==> config.mk <==
export PLATFORM = sky130hd
export DESIGN_NAME = fwd_hazard_unit
export DESIGN_NICKNAME = d
export VERILOG_FILES = /design/src/rtl/fwd_hazard_unit.sv
export SDC_FILE = /design/constraint.sdc
export NUM_CORES = 1
export LEC_CHECK = 0
export CAP_MARGIN = 20
export CORE_ASPECT_RATIO = 2
export CORE_MARGIN = 2
export CORE_UTILIZATION = 45
export DETAILED_ROUTE_END_ITERATION = 16
export PLACE_DENSITY = 0.85
export SYNTH_ARGS = -nofsm -noshare
export SYNTH_HDL_FRONTEND = slang
export SYNTH_SLANG_ARGS = --single-unit
==> constraint.sdc <==
create_clock -name clk_in -period 5.8 [get_ports clk_in]
set_input_delay 0.87 -clock clk_in [delete_from_list [all_inputs] [get_ports clk_in]]
set_output_delay 0.87 -clock clk_in [all_outputs]
set_load 0.03 [all_outputs]
==> src/rtl/fwd_hazard_unit.sv <==
// fwd_hazard_unit: operand forwarding select and load-use stall generation for
// the decode stage. Each in-flight instruction's destination is tracked in a
// shift register (entry 0 = IS, entry NUM_STAGES-1 = WB).
// Optional feature macro: FWD_STALL_CNT_EN builds a saturating 32-bit stall
// cycle counter on stall_cnt_out; otherwise stall_cnt_out is tied to zero.
module fwd_hazard_unit #(
  parameter int NUM_SRC    = 2,
  parameter int NUM_STAGES = 3,
  parameter int ADDR_W     = 5,
  parameter int LATE_STAGE = 2
) (
  input  logic                          clk_in,
  input  logic                          rst_in,
  input  logic [NUM_SRC*ADDR_W-1:0]     rs_addr_in,
  input  logic [NUM_SRC-1:0]            rs_used_in,
  input  logic                          id_valid_in,
  input  logic [ADDR_W-1:0]             id_rd_addr_in,
  input  logic                          id_rd_late_in,
  input  logic                          flush_in,
  output logic [NUM_SRC*NUM_STAGES-1:0] fwd_sel_out,
  output logic                          stall_out,
  output logic [31:0]                   stall_cnt_out
);

  logic [NUM_STAGES-1:0]               ent_valid;
  logic [ADDR_W-1:0]                   ent_rd [NUM_STAGES];
  logic [NUM_STAGES-1:0]               ent_late;

  logic [NUM_SRC-1:0][NUM_STAGES-1:0]  young_sel;
  logic [NUM_SRC-1:0]                  hazard;

  // Youngest matching producer per source, and whether its result is not yet forwardable
  always_comb begin
    young_sel = '0;
    hazard    = '0;
    for (int unsigned s = 0; s < NUM_SRC; s++) begin
      logic found;
      found = 1'b0;
      for (int unsigned k = 0; k < NUM_STAGES; k++) begin
        if (!found && rs_used_in[s] &&
            (rs_addr_in[s*ADDR_W +: ADDR_W] != '0) &&
            ent_valid[k] && (ent_rd[k] == rs_addr_in[s*ADDR_W +: ADDR_W])) begin
          found           = 1'b1;
          young_sel[s][k] = 1'b1;
          if (ent_late[k] && (k < unsigned'(LATE_STAGE)))
            hazard[s] = 1'b1;
        end
      end
    end
  end

  // Stall when any source hits an unforwardable producer; flush overrides
  always_comb begin
    stall_out = (|hazard) & id_valid_in & ~flush_in;
  end

  // Bypass selects are suppressed on a hazarded source or while stalling
  always_comb begin
    fwd_sel_out = '0;
    for (int unsigned s = 0; s < NUM_SRC; s++) begin
      if (!hazard[s] && !stall_out)
        fwd_sel_out[s*NUM_STAGES +: NUM_STAGES] = young_sel[s];
    end
  end

  // Entry shift register: advances every cycle, stall inserts a bubble at IS
  always_ff @(posedge clk_in) begin
    if (rst_in) begin
      ent_valid <= '0;
      ent_late  <= '0;
      for (int unsigned k = 0; k < NUM_STAGES; k++)
        ent_rd[k] <= '0;
    end else begin
      for (int unsigned k = 1; k < NUM_STAGES; k++) begin
        ent_valid[k] <= ent_valid[k-1];
        ent_rd[k]    <= ent_rd[k-1];
        ent_late[k]  <= ent_late[k-1];
      end
      // later assignment overrides the loop: a flushed IS instruction dies here
      ent_valid[1] <= ent_valid[0] & ~flush_in;
      ent_valid[0] <= id_valid_in & (id_rd_addr_in != '0) & ~stall_out & ~flush_in;
      ent_rd[0]    <= id_rd_addr_in;
      ent_late[0]  <= id_rd_late_in;
    end
  end

`ifdef FWD_STALL_CNT_EN
  logic [31:0] stall_cnt;

  // Saturating count of stalled cycles
  always_ff @(posedge clk_in) begin
    if (rst_in)
      stall_cnt <= '0;
    else if (stall_out && (stall_cnt != '1))
      stall_cnt <= stall_cnt + 32'd1;
  end

  assign stall_cnt_out = stall_cnt;
`else
  assign stall_cnt_out = '0;
`endif

endmodule
Yosys cells after proc, flatten, opt, wreduce, memory -nomap -nowiden
Memory sizes are Yosys's and may differ from the RTL's.
Cells that the tools add are included.
{"block": "word_totals", "inputBits": 22, "mem_bits_rw": 15, "register_bits": 5, "wordCells": 78, "memories": 1}
{"memory": "ent_rd", "words": 3, "width": 5, "read_ports": 3, "rd_ports_with_merged_regs": 0, "write_ports": 3, "line": "26", "source": "logic [ADDR_W-1:0] ent_rd [NUM_STAGES];"}
{"block": "op_classes", "reduce_logical": 35, "eq_ne": 6, "bitwise": 11, "n_mux": 23}
{"cell": "$eq 5x5->1", "n": 6}
{"cell": "$logic_and 1x1->1", "n": 24}
{"cell": "$mux 1", "n": 18}
{"cell": "$mux 5", "n": 3}
{"cell": "$reduce_bool 5->1", "n": 3}
{"cell": "$logic_not 1->1", "n": 7}
{"cell": "$and 1x1->1", "n": 6}
{"cell": "$mux 3", "n": 2}
{"cell": "$or 1x1->1", "n": 3}
{"cell": "$not 1->1", "n": 2}
{"cell": "$reduce_or 2->1", "n": 1}

Longest topological paths before layout
{"block": "logic_depth", "ltp_word": 18, "depth_mapped": 5}

Worst setup path after synthesis
No wires, ideal clock.
{"block": "synth_path", "kind": "input to output", "startpoint": "input port rs_addr_in[5]", "endpoint": "output port fwd_sel_out[0]", "path_slack_ps": 2042, "t_required_ps": 4930, "stages": 5, "arrival_time_ps": 2888, "path_buffers": 0, "path_cell_list": "or4_4 > o21ai_4 > nand4b_2 > nor3_2 > nor4b_1"}
{"block": "synth_between", "elab_chain_len": 17, "word_cells_on_any_way": 21, "cone_classes": "eq/ne (2); mux (5); bitwise (2); reduce/logical (12)"}
{"item": "start, declared", "line": "14", "source": "input logic [NUM_SRC*ADDR_W-1:0] rs_addr_in,"}
{"item": "$reduce_bool 5->1", "line": "41", "source": "(rs_addr_in[s*ADDR_W +: ADDR_W] != '0) &&"}
{"item": "$logic_and 1x1->1", "line": "40", "source": "if (!found && rs_used_in[s] &&"}
{"item": "$logic_and 1x1->1", "line": "41"}
{"item": "$logic_and 1x1->1", "line": "42", "source": "ent_valid[k] && (ent_rd[k] == rs_addr_in[s*ADDR_W +: ADDR_W])) begin"}
{"item": "$mux 1", "line": "40"}
{"item": "$logic_not 1->1", "line": "40"}
{"item": "$logic_and 1x1->1 (2 in a row)", "line": "40"}
{"item": "$logic_and 1x1->1", "line": "41"}
{"item": "$logic_and 1x1->1", "line": "42"}
{"item": "$mux 1 *", "line": "40"}
{"item": "$reduce_or 2->1 *", "line": "54", "source": "stall_out = (|hazard) & id_valid_in & ~flush_in;"}
{"item": "$and 1x1->1 * (2 in a row)", "line": "54"}
{"item": "$logic_not 1->1 *", "line": "61", "source": "if (!hazard[s] && !stall_out)"}
{"item": "$logic_and 1x1->1 *", "line": "61"}
{"item": "$mux 3 *", "line": "61"}
{"item": "end, declared", "line": "20", "source": "output logic [NUM_SRC*NUM_STAGES-1:0] fwd_sel_out,"}
Every way passes the cells marked *; elsewhere a longest branch is shown, timed or not.

Final worst setup path
{"block": "layout_path", "startpoint": "input port rs_addr_in[4]", "endpoint": "output port fwd_sel_out[5]"}
The elaborated chain is that of the path after synthesis.

==> reports/results.ini <==
[synth]
ys_top_cells_by_area=dfxtp_1 29%, buf_4 17%, xor2_1 11%
syn-mean-instance-area_um2=8.921
seq_area_frac_synth=0.2914
synth_cell_types=33
yosysWarnings=0
synthCells=154
ys_ff_latch=20
synth_area_um2=1374
synth_top_area_share=0.2914
yosys.area.top_type=dfxtp_1

[setup_path]
crit_path_cell_trace=clkdlybuf4s50_1 -> xnor2_1 -> nand4_1 -> nor3_1 -> nor3_1 -> nor4_1 -> clkdlybuf4s50_1
cp_max_fo=7
crit_path_end_kind=output port
cp_slowest_cell=clkdlybuf4s50_1
critical-path-max-stage-delay_ns=0.71
arrival_ns=3.56
start_kind=primary input
crit_type=primary input to output port
crit_required_ns=4.93

[route]
first_pass_iters=4
drc=0
vias_per_cell=5.000
routed_wirelength_um=2837
vias=1065
drt_iter0_drc=4
wire_per_inst_um=13.32
ant_nets=0

[power]
power_density_nw_per_um2=205.5
vdd_ir_drop_max_uv=110.5
p_leak_nw=0.6489

[cts]
cts_setup_buffers=0
hold_buffers=0
cts.repair.resized=0
path_clk_slew_ns=0.07
insertion_delay_ns=0.25
cts_inserted_buffers=3
cts_max_level=1
clock-sinks=20
clockRootBuffer=clkbuf_8
clockBufferDepth=2
cts_tree=built

[place]
port_buffers=28
gp_congestion=0.8490
dpl.hpwl_um=2316
dp_slack_ns=1.368
dp.cells=209

[timing]
layout_setup_ws_ns=1.366
fin_tns_setup_ns=0
skew_ns=0.005418
max_clock_freq_mhz=225.5
post-route-period-util=0.7645
finalCriticalPeriod_ns=4.434
maxSlewViolCount=0
hold_viol=0
slew_headroom=0.4952
hold_slack_ns=0.5042
finalSetupViolCount=0
tightestPinTransition_ns=0.7549
rsz0062_at_grt=no

[floorplan]
core-area_um2=2943
num_rows=28
die_x_um=43.07
io_pins=61
dieArea_um2=3538
fp.dieH_um=82.14
start_util=0.4668

[grt]
grt_pass1_wl_um=4416
grt_usage=0.1697
grt_pass1_vias=974
grt_overflow=0
grt_max_degree=21
grt_antenna_before_repair=0

[hold_path]
hold_class=register to register

[finish]
final.fill_count=297
fin_cells=213
nNetsFinal=206
layout-drive-gt1-share=0.06011
diodes=0
area_growth_syn_to_layout_pct=17.58

[run]
maxCapViolCount=0

[outcome]
status=finished clean

area by class of cell:
class                      instances  area, um2  area share
clock buffer                       4      55.05     0.03408
inverter                           3      11.26    0.006971
multi-input combinational        128      830.8      0.5143
sequential                        20      400.4      0.2479
tap                               30      37.54     0.02324
timing repair buffer              28      280.3      0.1735
where the power goes:
| group | switching [W] | internal, W | total [W] |
|---|---|---|---|
| registers | 0.00000543 | 0.000143 | 0.000148 |
| clock network | 0.0000446 | 0.0000603 | 0.000105 |
| logic | 0.0000508 | 0.0000282 | 0.0000790 |
through the flow:
step / utilization / cell area [um2] / total power [W]
2_1_floorplan: - / 1490 / 0.0002200
3_3_place_gp: 0.5302 / 1560 / 0.0002289
3_5_place_dp: 0.5302 / 1560 / 0.0002297
4_1_cts: 0.5489 / 1615 / 0.0003343
5_1_grt: 0.5489 / 1615 / 0.0003455
6_report: 0.5489 / 1615 / 0.0003319
kinds of logic (layout without fill, tap and decap cells):
group,Yosys count,in the layout,share of synthesized area
AND/OR/NAND/NOR,58,58,0.2659
buffers and inverters,37,35,0.1885
XOR/XNOR,30,30,0.1913
flip-flops,20,20,0.2914
AO/OA/AOI/OAI,8,8,0.06012
other,1,32,0.002730
synth_stat cells:
master	instances
a221oi_1	1
a2bb2o_4	1
a311o_1	1
and2_1	1
and4_1	1
buf_4	32
clkbuf_1	2
conb_1	1
dfxtp_1	20
inv_1	2
inv_2	1
nand2_1	5
nand3_1	2
nand4_1	2
nand4b_1	2
nand4b_2	1
nor2_1	7
nor2b_1	18
nor3_1	4
nor3_2	1
nor3b_1	2
nor4_1	4
nor4b_1	4
o211ai_1	1
o21ai_0	1
o21ai_2	1
o21ai_4	1
o22ai_1	1
or3_1	1
or4_1	2
or4_4	1
xnor2_1	12
xor2_1	18
layout by cell type, fill, tap and decap left out, types with 2 or more instances in the layout:
cell type,netlist,routed
nor4b_1,4,4
nand4b_1,2,2
nor3_1,4,4
xnor2_1,12,12
nand4_1,2,2
dfxtp_1,20,20
nand2_1,5,5
inv_1,2,2
conb_1,1,32
nand3_1,2,2
nor2b_1,18,18
clkbuf_8,0,4
or4_1,2,2
nor3b_1,2,2
clkdlybuf4s50_1,0,28
nor4_1,4,4
nor2_1,7,7
xor2_1,18,18
worst max-delay path, delay by kind of cell:
| family | cells | cell delay (ns) |
|---|---|---|
| xor gates and xnor gates | 1 | 0.26 |
| buffers and inverters | 2 | 1.23 |
| and+or+nand+nor | 4 | 1.19 |
routing by layer:
layer / wire (um) / track usage / part of all wire / up-vias
met5: 0 / 0 / 0 / -
met4: 107 / 0.1242 / 0.038 / 0
met3: 166 / 0.008696 / 0.059 / 8
met2: 1670 / 0.3364 / 0.59 / 59
met1: 893 / 0.1552 / 0.31 / 485
li1: - / - / - / 513
path summary, 6_finish.rpt:
| kind | from | end | slack, ns | depth (start not counted) |
|---|---|---|---|---|
| worst min register to register | ent_rd[0][9]$_SDFF_PP0_ | ent_rd[0][14]$_SDFF_PP0_ | 0.50 | 1 |
| worst max-delay path | rs_addr_in[4] | fwd_sel_out[5] | 1.37 | 7 |
| worst max register to register | ent_rd[0][1]$_SDFF_PP0_ | ent_valid[0]$_SDFF_PP0_ | 4.01 | 5 |
| worst min-delay path | ent_rd[0][9]$_SDFF_PP0_ | ent_rd[0][14]$_SDFF_PP0_ | 0.50 | 1 |
registers in the layout, indices dropped and copies added, names as in the netlist:
register   flops
ent_rd        15
ent_valid      3
ent_late       2
Note: power is estimated with default switching activity, not from simulation.
==> RTL edit: new RTL, same flow settings <==
The option `FWD_STALL_CNT_EN` is turned on by a define.
--- a/src/rtl/fwd_hazard_unit.sv
+++ b/src/rtl/fwd_hazard_unit.sv
@@ -4,4 +4,6 @@
 // Optional feature macro: FWD_STALL_CNT_EN builds a saturating 32-bit stall
 // cycle counter on stall_cnt_out; otherwise stall_cnt_out is tied to zero.
+`define FWD_STALL_CNT_EN
+
 module fwd_hazard_unit #(
   parameter int NUM_SRC    = 2,
Check against the original RTL: not equivalent (Yosys sat finds a counterexample within 4 cycles, from zero or initial values and one cycle with rst_in high).
==> RTL edit against the original RTL <==
- worst setup slack got worse by 0.37 ns
- synthesized cell count rose by 120%
- sequential share of layout area grew 3.6 points
- first-iteration DRC count grew to 35 times the old value
- design area grew 130%
- clock skew is 0.00090 ns higher
- wire length grew to 2.6 times the old value
- area after synthesis up 110%
- sequential cell count grew 32
- power grew 120%
- largest power group unchanged
==> RTL edit: results <==
set metrics [dict create \
    wl_per_cell_um 15.7 \
    cts_htree_levels 2 \
    seq_area_frac_synth 0.361 \
    startpoint "rs_addr_in[2]" \
    synth_top_area_frac 0.361 \
    min_to "stall_cnt_out[30]" \
    synthMuxAreaShare 0.0503 \
    drive_above_1_share 0.0848 \
    cellLeakagePower_nw 1.24 \
    nFillCells 561 \
    synthTopCellsByArea "dfxtp_1, xor2_1, nor2b_1, nand3_1, nor4_1" \
    r2r_start "ent_rd[0][8]" \
    synth.distinct_cells 47 \
    synth_xor_area_frac 0.0911 \
    ir_drop_v 0.000153 \
    fin_nets 411 \
    port_buffers 60 \
    syn_inst 338 \
    grt_first_pass_wirelength_um 11900 \
    r2r_cells 8 \
    crit_end "fwd_sel_out[0]" \
    grt.total_usage 0.221 \
    status "completed" \
    routed_via_density 5.65 \
    wirelength_um 7470 \
    min-delay-start "stall_cnt_out[30]" \
    crit_slowest_cell "clkdlybuf4s50_1" \
    grt_pass1_vias 2649 \
    placed_area_um2 3520 \
    post-route-min-period_ns 4.81 \
    synthAdderAreaFrac 0.00434 \
    crit_fanout 4 \
    largest_reg_flops 32 \
    timing.rr.end "stall_cnt_out[12]" \
    reg2reg_slack_ns 2.87 \
    cts_buffers 5 \
    holdPathStages 2 \
    grt_max_degree 65 \
    drtIter0Drc 139 \
    synth_compound_area_frac 0.0954 \
    clock_latency_ns 0.29 \
    fin_worst_skew_ns 0.00631 \
    dp_cells 467 \
    cts-root-buf "clkbuf_16" \
    place_hpwl_um 5540 \
    place_congestion 0.798 \
    yosys-top-cells-count "dfxtp_1, nor2b_1, xor2_1" \
    path_delay_family "buffers and inverters" \
    worst_pin_slew_ns 1.02 \
    cp.arrival_ns 3.94 \
]
## RTL edit: changes by cell type after synthesis, moves of 9 or more
cell	change
dfxtp_1	+32
clkbuf_1	+10
or3_1	+15
o21ai_0	+15
buf_4	-31
nand3_1	+19
nor2_1	+13
a21oi_1	+17
nand2_1	+10
nand4_1	+9
nor2b_1	+11
nor4_1	+12
## RTL edit: layout make-up
type                            instances  area [µm²]  area share
Tap cell                               86         108      0.0293
Sequential cell                        52        1040       0.284
Multi-Input combinational cell        265        1750       0.478
Inverter                                2        7.51     0.00205
Clock inverter                          2        10.0     0.00273
Clock buffer                            6         139      0.0379
Timing Repair Buffer                   62         611       0.166
## RTL edit: per-layer routing
metal	part of all wire	GRT usage	vias up
met5	0	0	-
li1	-	-	1324
met3	0.040	0.0352	13
met1	0.36	0.212	1276
met4	0.027	0.104	0
met2	0.57	0.428	72
## RTL edit: report_power, final
part	total [mW]	leakage [nW]	switching, mW	internal [mW]
sequential	0.368	0.422	0.00586	0.362
combinational	0.0558	0.745	0.0288	0.0270
clock	0.293	0.0766	0.123	0.170
## RTL edit: worst register-to-register path, stage by stage (launching register included)
cell	delay, ns
dfxtp_1	0.34
xor2_1	0.15
nor4_1	0.65
nand2_1	0.11
nor4_1	0.40
a2111oi_4	0.08
buf_4	0.30
nor4_1	0.46
mux2_4	0.33
## RTL edit: per-stage QoR
stage / util / hold WS [ns]
after floorplan: - / 0.471
after global placement: 0.562 / 0.480
after detailed placement: 0.562 / 0.495
after CTS: 0.586 / 0.504
after global routing: 0.586 / 0.525
final: 0.586 / 0.507
